===== config.mk =====
export PLATFORM = sky130hd
export DESIGN_NAME = mldsa_job_sequencer
export DESIGN_NICKNAME = d
export VERILOG_FILES = /design/src/rtl/mldsa_job_sequencer.sv
export SDC_FILE = /design/constraint.sdc
export NUM_CORES = 1
export LEC_CHECK = 0
export ABC_AREA = 1
export CELL_PAD_IN_SITES_DETAIL_PLACEMENT = 0
export CELL_PAD_IN_SITES_GLOBAL_PLACEMENT = 1
export CORE_AREA = 3 3 153 155
export DETAILED_ROUTE_END_ITERATION = 10
export DIE_AREA = 0 0 156 158
export DONT_BUFFER_PORTS = 1
export GPL_TIMING_DRIVEN = 0
export PLACE_DENSITY_LB_ADDON = 0.1
export REMOVE_ABC_BUFFERS = 1
export SLEW_MARGIN = 20
export SYNTH_ARGS = -nofsm -noshare
export SYNTH_HDL_FRONTEND = slang
export SYNTH_SLANG_ARGS = --single-unit

===== constraint.sdc =====
create_clock -name clk -period 2.05 [get_ports clk]
set_input_delay 0.205 -clock clk [delete_from_list [all_inputs] [get_ports clk]]
set_output_delay 0.205 -clock clk [all_outputs]
set_load 0.1 [all_outputs]

===== src/rtl/mldsa_job_sequencer.sv =====
// ============================================================================
// mldsa_job_sequencer : job scheduler steering one upstream AXIS stream into
// MLDSA core ports A then B, gating the core result, reporting a status word.
// Optional stall timeout: MLDSA_SEQ_TIMEOUT_EN.   Rev 1.0
// ============================================================================
`default_nettype none

module mldsa_job_sequencer #(
  parameter int DATA_W         = 64,
  parameter int LEN_W          = 16,
  parameter int TIMEOUT_CYCLES = 65536
) (
  input  logic              clk,
  input  logic              resetn,
  input  logic              cmd_valid,
  output logic              cmd_ready,
  input  logic [LEN_W-1:0]  cmd_len_a,
  input  logic [LEN_W-1:0]  cmd_len_b,
  input  logic [LEN_W-1:0]  cmd_len_o,
  input  logic [DATA_W-1:0] s_axis_tdata,
  input  logic              s_axis_tvalid,
  input  logic              s_axis_tlast,
  output logic              s_axis_tready,
  output logic [DATA_W-1:0] MLDSA_data_in_A,
  output logic              MLDSA_i_valid_A,
  output logic              MLDSA_i_last_A,
  input  logic              MLDSA_i_ready_A,
  output logic [DATA_W-1:0] MLDSA_data_in_B,
  output logic              MLDSA_i_valid_B,
  output logic              MLDSA_i_last_B,
  input  logic              MLDSA_i_ready_B,
  input  logic [DATA_W-1:0] MLDSA_data_out,
  input  logic              MLDSA_o_valid,
  input  logic              MLDSA_o_last,
  output logic              MLDSA_o_ready,
  output logic [DATA_W-1:0] m_axis_tdata,
  output logic              m_axis_tvalid,
  output logic              m_axis_tlast,
  input  logic              m_axis_tready,
  output logic              busy,
  output logic              sts_valid,
  output logic [2:0]        sts_code
);

  typedef enum logic [2:0] {
    S_IDLE   = 3'd0,
    S_FEED_A = 3'd1,
    S_FEED_B = 3'd2,
    S_DRAIN  = 3'd3,
    S_DONE   = 3'd4
  } state_t;

  state_t           r_state, w_next;
  logic [LEN_W-1:0] r_cnt, w_cnt_next;
  logic [LEN_W-1:0] r_len_a, r_len_b, r_len_o;
  logic [2:0]       r_err, w_err_next;
  logic             w_cmd_hs, w_hs_a, w_hs_b, w_hs_o, w_last_a, w_last_b;
  logic             w_timeout;

  assign w_cmd_hs = (r_state == S_IDLE) && cmd_valid && resetn;
  assign w_last_a = (r_cnt == r_len_a - LEN_W'(1));
  assign w_last_b = (r_cnt == r_len_b - LEN_W'(1));
  assign w_hs_a   = (r_state == S_FEED_A) && s_axis_tvalid && MLDSA_i_ready_A && !w_timeout;
  assign w_hs_b   = (r_state == S_FEED_B) && s_axis_tvalid && MLDSA_i_ready_B && !w_timeout;
  assign w_hs_o   = (r_state == S_DRAIN) && MLDSA_o_valid && m_axis_tready && !w_timeout;

`ifdef MLDSA_SEQ_TIMEOUT_EN
  localparam int STALL_W = $clog2(TIMEOUT_CYCLES + 1);
  logic [STALL_W-1:0] r_stall;
  logic               w_active;

  assign w_active  = (r_state == S_FEED_A) || (r_state == S_FEED_B) || (r_state == S_DRAIN);
  assign w_timeout = (r_stall == STALL_W'(TIMEOUT_CYCLES));

  // Any handshake in the active phase restarts the stall window
  always_ff @(posedge clk or negedge resetn) begin
    if (!resetn)
      r_stall <= '0;
    else if (!w_active || w_hs_a || w_hs_b || w_hs_o || w_timeout)
      r_stall <= '0;
    else
      r_stall <= r_stall + STALL_W'(1);
  end
`else
  assign w_timeout = 1'b0;
`endif

  always_comb begin
    w_next          = r_state;
    w_cnt_next      = r_cnt;
    w_err_next      = r_err;
    cmd_ready       = 1'b0;
    s_axis_tready   = 1'b0;
    MLDSA_data_in_A = '0;
    MLDSA_i_valid_A = 1'b0;
    MLDSA_i_last_A  = 1'b0;
    MLDSA_data_in_B = '0;
    MLDSA_i_valid_B = 1'b0;
    MLDSA_i_last_B  = 1'b0;
    MLDSA_o_ready   = 1'b0;
    m_axis_tdata    = '0;
    m_axis_tvalid   = 1'b0;
    m_axis_tlast    = 1'b0;
    case (r_state)
      S_IDLE: begin
        cmd_ready = resetn;
        if (w_cmd_hs) begin
          w_err_next = 3'b000;
          w_cnt_next = '0;
          if (cmd_len_a != '0)      w_next = S_FEED_A;
          else if (cmd_len_b != '0) w_next = S_FEED_B;
          else                      w_next = S_DRAIN;
        end
      end
      S_FEED_A: if (!w_timeout) begin
        MLDSA_data_in_A = s_axis_tdata;
        MLDSA_i_valid_A = s_axis_tvalid;
        MLDSA_i_last_A  = w_last_a;
        s_axis_tready   = MLDSA_i_ready_A;
        if (w_hs_a) begin
          if (s_axis_tlast != w_last_a) w_err_next[0] = 1'b1;
          if (w_last_a) begin
            w_cnt_next = '0;
            w_next     = (r_len_b != '0) ? S_FEED_B : S_DRAIN;
          end else begin
            w_cnt_next = r_cnt + LEN_W'(1);
          end
        end
      end
      S_FEED_B: if (!w_timeout) begin
        MLDSA_data_in_B = s_axis_tdata;
        MLDSA_i_valid_B = s_axis_tvalid;
        MLDSA_i_last_B  = w_last_b;
        s_axis_tready   = MLDSA_i_ready_B;
        if (w_hs_b) begin
          if (s_axis_tlast != w_last_b) w_err_next[0] = 1'b1;
          if (w_last_b) begin
            w_cnt_next = '0;
            w_next     = S_DRAIN;
          end else begin
            w_cnt_next = r_cnt + LEN_W'(1);
          end
        end
      end
      S_DRAIN: if (!w_timeout) begin
        m_axis_tdata  = MLDSA_data_out;
        m_axis_tvalid = MLDSA_o_valid;
        m_axis_tlast  = MLDSA_o_last;
        MLDSA_o_ready = m_axis_tready;
        // Surplus beats pass through; length is judged only at o_last
        if (w_hs_o) begin
          if (MLDSA_o_last) begin
            if ((r_len_o != '0) && (r_cnt != r_len_o - LEN_W'(1))) w_err_next[1] = 1'b1;
            w_cnt_next = '0;
            w_next     = S_DONE;
          end else begin
            w_cnt_next = r_cnt + LEN_W'(1);
          end
        end
      end
      S_DONE:  w_next = S_IDLE;
      default: w_next = S_IDLE;
    endcase
    if (w_timeout) begin
      w_err_next[2] = 1'b1;
      w_cnt_next    = '0;
      w_next        = S_DONE;
    end
  end

  always_ff @(posedge clk or negedge resetn) begin
    if (!resetn) begin
      r_state <= S_IDLE;
      r_cnt   <= '0;
      r_err   <= 3'b000;
      r_len_a <= '0;
      r_len_b <= '0;
      r_len_o <= '0;
    end else begin
      r_state <= w_next;
      r_cnt   <= w_cnt_next;
      r_err   <= w_err_next;
      if (w_cmd_hs) begin
        r_len_a <= cmd_len_a;
        r_len_b <= cmd_len_b;
        r_len_o <= cmd_len_o;
      end
    end
  end

  assign busy      = (r_state != S_IDLE);
  assign sts_valid = (r_state == S_DONE);
  assign sts_code  = r_err;

endmodule

`default_nettype wire

==> out/results.tsv, run 1 <==
metric	value	unit
status	finished with violations	
failed_checks	negative setup slack	
cts_root_buffer	clkbuf_16	
clkLatencyLatePin	0.34	ns
synth_edf_count	0	
wl_met3	1900	um
drtIter0Drc	531	
start_util	0.299	
syn2layout_area_growth	61.7	%
numPortBuffers	0	
synthDistinctLibCells	43	
totalWireLength	34700	um
synth-seq-cells	69	
cp-end-kind	output pin	
critPathMaxFanout	72	
crit_type	flop to output pin	
io_pins	392	
ff2ff_setup_slack	-0.85	ns
yosysWarnings	0	
highest_layer	met4	
cts_buffers	9	
h-tree-depth	3	
row_count	54	
worst_slack	-0.866	ns
p_per_area	1910	nW/um2
num-fill-cells	2119	
syn_area_per_cell	5.92	um2
drc	0	
core_area	22000	um2
wire_per_inst	23.1	um
grt_pass1_vias	7372	
clkSlewWorstSetupHoldPaths	0.06	ns
fin_skew	0.00747	ns
die_w	156	um
worstPathRequired	1.85	ns
place.gp.congestion	0.830	
hold_violations	0	
wl_met2	17400	um
drtAntennaViolNets	0	
synth_area	6570	um2
die_area	24600	um2
max_cap_viol_count	0	
grt.total_usage	0.269	
synth_ff_type	dfrtp_1	
setup-violations-final	268	
drt-pass1-iter-count	4	
clock_tree.buffer_depth	2	
start_kind	flop	
worstHoldPathType	primary input to flop	
dp_slack	-2.15	ns
slew_headroom	0.276	
drive_gt1_frac	0.368	
grt_overflow	0	
worstPathArrival	2.71	ns
grt_pass1_wl	48500	um
antenna_found_initial	7	
layout_min_cycle_time	2.92	ns
postSynth.asyncResetShare	1.00	
cts_tree	built	
slew_viol_final	0	
numClockSinks	69	
peakVddDrop	1050	uV
die_y	158	um
grt_max_degree	73	
ys_seq_area_frac	0.263	
timing.final.crit_share	1.42	
p_leak	4.79	nW
avgViaCountPerCell	4.99	
wl_met1	14800	um
hold_ws	0.00438	ns
nets	1399	
max_freq	343	MHz
vias	7490	
post-dp-hpwl	24000	um
grt_setup_unrepaired	true	
worst_pin_slew	1.09	ns
syn-instance-count	1110	
## final cells by class
class / count / area, um2 / area share
Antenna cell: 7 / 17.5 / 0.00165
Clock buffer: 9 / 225 / 0.0212
Clock inverter: 7 / 90.1 / 0.00847
Inverter: 220 / 902 / 0.0849
Multi-Input combinational cell: 775 / 5530 / 0.520
Sequential cell: 69 / 1730 / 0.163
Tap cell: 280 / 350 / 0.0330
Timing Repair Buffer: 113 / 1430 / 0.134
Timing Repair inverter: 20 / 354 / 0.0333
## power breakdown
group,internal (mW),switching (mW)
clock network,1.06,0.670
registers,1.88,0.801
logic,3.79,12.1
total,6.73,13.5
## path summary, 6_finish.rpt
check / start / to / depth (start not counted)
setup reg to reg: r_state[1] / r_cnt[11] / 14
hold / removal: cmd_len_a[14] / r_len_a[14] / 2
setup / recovery: r_state[1] / MLDSA_data_in_A[56] / 4
hold reg to reg: r_len_a[15] / r_len_a[15] / 2
max in group asynchronous: resetn / r_cnt[4] / 2
min in group asynchronous: resetn / r_len_b[1] / 2
## worst max-delay path: stages, from the launching register on
cell and delay [ns]:
dfrtp_2 0.45, nor2_4 0.18, buf_4 0.17, nand2_8 0.40, nor2_2 1.06
## placed cells by master, fill, tap and decap left out, types with 8 or more instances in the layout
| cell | count |
|---|---|
| buf_12 | 8 |
| nor4_1 | 10 |
| xor2_1 | 39 |
| nor2_1 | 69 |
| nand3_1 | 42 |
| o21ai_1 | 21 |
| clkinv_8 | 12 |
| nor2_4 | 170 |
| buf_4 | 35 |
| clkbuf_16 | 10 |
| buf_16 | 13 |
| inv_2 | 10 |
| nand2_2 | 30 |
| nand3b_1 | 10 |
| xnor2_1 | 19 |
| dfrtp_1 | 64 |
| nand2_1 | 198 |
| inv_1 | 204 |
| o21ai_0 | 12 |
| dlygate4sd3_1 | 45 |
| o21ai_2 | 31 |
| buf_6 | 8 |
| nor2_2 | 49 |
| nand4_1 | 18 |
## cell families after synthesis
kind of cell,share of synthesized area
AND/OR/NAND/NOR,0.418
buffers and inverters,0.159
AO/OA/AOI/OAI,0.0695
flip-flops,0.263
XOR/XNOR,0.0813
adder cells (fa/ha/maj),0.00952
other,0.000570
## per-stage QoR
step	utilization	power [mW]	setup TNS [ns]	std cells	area, um2
global route	0.484	21.2	-146.88	1499	10600
floorplan	-	12.9	-245.29	1063	6360
CTS	0.476	19.9	-115.83	1482	10400
finish	0.484	20.3	-132.19	1500	10600
global placement	0.306	14.3	-399.34	1343	6710
detailed placement	0.337	14.8	-207.04	1346	7400
## synthesized netlist by cell type, drive strengths merged, types with 2 or more instances
library cell,number,area share
nor2,289,0.18
nand2,240,0.14
inv,218,0.12
dfrtp,69,0.26
o21ai,64,0.054
nand3,48,0.043
xor2,39,0.052
clkbuf,32,0.019
xnor2,22,0.029
nand4,18,0.017
buf,15,0.014
nand3b,11,0.014
nor3,11,0.0099
nor4,11,0.010
a21oi,8,0.0095
ha,5,0.0095
clkinv,2,0.0013
## per-layer routing
metal	vias to the layer above	track usage
met3	31	0.0407
met4	0	0.0892
met2	274	0.445
met5	-	0
li1	3535	-
met1	3650	0.361
## repair_timing
item	4_1_cts	5_1_grt
endpoints found under the hold margin	113	0
cloned	28	2
setup endpoints to repair	270	269
gates resized for setup	339	27
hold buffers	46	0
pin swaps	41	40
buffers inserted	46	11
## state kept, by name, summed over array words and instances (netlist names)
name / cells
r_len_a: 16
r_len_o: 16
r_state: 3
r_len_b: 16
sts_code: 2
r_cnt: 16
(Power assumes the default switching activity.)
==> inputs of run 2 (changes only) <==
SLEW_MARGIN = unset   (was 20)
==> run 2 against run 1 <==
The flow still finishes with violations (negative setup slack). Die area stayed put. Clock-buffer cell count is 4 higher. Critical path depth is 1 higher. Global-route usage is 1.0 points higher. Non-clock buffer count is 9 higher. Clock skew is 0.0010 ns higher. Register-to-register slack hardly changed. Highest routed layer is now met5.
==> out/results.tsv, run 2 (synthesized netlist as in run 1, its figures left out) <==
metric	value	unit
place.gp.congestion	0.830	
reg2reg_to	r_cnt[8]	
drive_gt1_frac	0.355	
grt_overflow	0	
grt_pass1_vias	7581	
worstHoldPathType	primary input to flop	
die_y	158	um
grt_pass1_wl	50100	um
post-dp-hpwl	23900	um
p_per_area	1910	nW/um2
drtIter0Drc	548	
cts_tree	built	
start_util	0.299	
core_area	22000	um2
max_cap_viol_count	0	
io_pins	392	
layout_commonest_cell	nand2_1	
drt-pass1-iter-count	5	
critPathMaxFanout	72	
start_kind	flop	
antenna_found_initial	11	
clkLatencyLatePin	0.34	ns
hp-start	cmd_len_a[14]	
whs_path_depth	2	
syn2layout_area_growth	64.5	%
cp-end-kind	output pin	
cts_buffers	9	
timing.final.crit_share	1.43	
die_w	156	um
drc	0	
total_power	20.6	mW
final_core_util	0.492	
totalWireLength	35800	um
grt_setup_unrepaired	true	
min_to	r_len_a[14]	
die_area	24600	um2
worst_slack	-0.889	ns
hold_violations	0	
wire_per_inst	23.7	um
cts_root_buffer	clkbuf_16	
status	finished with violations	
fin_skew	0.00852	ns
row_count	54	
peakVddDrop	952	uV
drtAntennaViolNets	0	
final_cells	1510	
slew_viol_final	0	
place_inst	1346	
clkSlewWorstSetupHoldPaths	0.06	ns
nets	1408	
grt.total_usage	0.279	
clock_tree.buffer_depth	2	
worstReg2RegStart	r_state[1]	
slew_headroom	0.268	
ff2ff_setup_slack	-0.86	ns
numPortBuffers	0	
vias	7613	
avgViaCountPerCell	5.04	
grt_max_degree	73	
layout_common_cells	nand2_1, inv_1, nor2_4, nor2_1, dfrtp_1	
p_leak	4.88	nW
layout_min_cycle_time	2.94	ns
worst_pin_slew	1.10	ns
worstRegToRegCells	16	
worstPathRequired	1.85	ns
setup-violations-final	268	
numClockSinks	69	
worstPathArrival	2.73	ns
crit_type	flop to output pin	
h-tree-depth	3	
max_freq	340	MHz
failed_checks	negative setup slack	
-- run 2: layout make-up --
class	count	area, um2
fillers	2120	11100
multi-input cells	775	5440
flip-flops and latches	69	1730
repair buffers	122	1660
inverters	220	902
repair inverters	20	369
well taps	280	350
clock buffers	13	280
clock inverters	3	65.1
diodes	8	20.0
-- run 2: routing by layer --
metal  vias to the layer above  global-route usage  part of all wire
met1                      3710               0.345              0.40
met5                         -                   0            0.0011
met3                        51              0.0700             0.069
met4                         6               0.102             0.032
li1                       3545                   -                 -
met2                       301               0.471              0.49
-- run 2: repair_timing --
item / in CTS / in global routing
pin swaps: 48 / 36
endpoints found under the hold margin: 112 / 0
cloned: 32 / 0
resized for setup: 341 / 21
setup endpoints to repair: 270 / 270
hold buffers: 45 / 0
setup buffers: 61 / 7
-- run 2: how the worst max path moves through the flow --
stage,start,endpoint,cells past startpoint
finish,r_state[1],MLDSA_data_in_A[8],5
global route,r_state[2],r_cnt[8],16
CTS,r_state[1],r_cnt[1],17
detailed placement,r_state[1],r_cnt[8],13
global placement,r_state[2],m_axis_tdata[31],5
floorplan,r_len_b[0],MLDSA_i_last_B,10
-- run 2: power by group --
group          switching, mW  internal (mW)
logic                   12.1           3.97
registers              0.796           1.88
clock network          0.637           1.20
total                   13.6           7.05
-- run 2: metrics by stage --
stage	setup slack (ns)	TNS, ns	cell area, um2	hold slack (ns)
5_1_grt	-0.963	-146.53	10800	0.0165
4_1_cts	-0.908	-147.80	10700	0.00122
6_report	-0.889	-127.60	10800	0.00973
3_3_place_gp	-2.53	-399.34	6710	-0.0874
2_1_floorplan	-1.68	-245.29	6360	-0.0906
3_5_place_dp	-2.15	-222.15	7300	-0.0871
-- run 2: worst max-delay path, cell delays in order, from the launching register on --
cell	delay [ns]
dfrtp_2	0.45
nor2_4	0.14
buf_4	0.13
buf_4	0.12
nand2_8	0.39
nor2_2	1.05
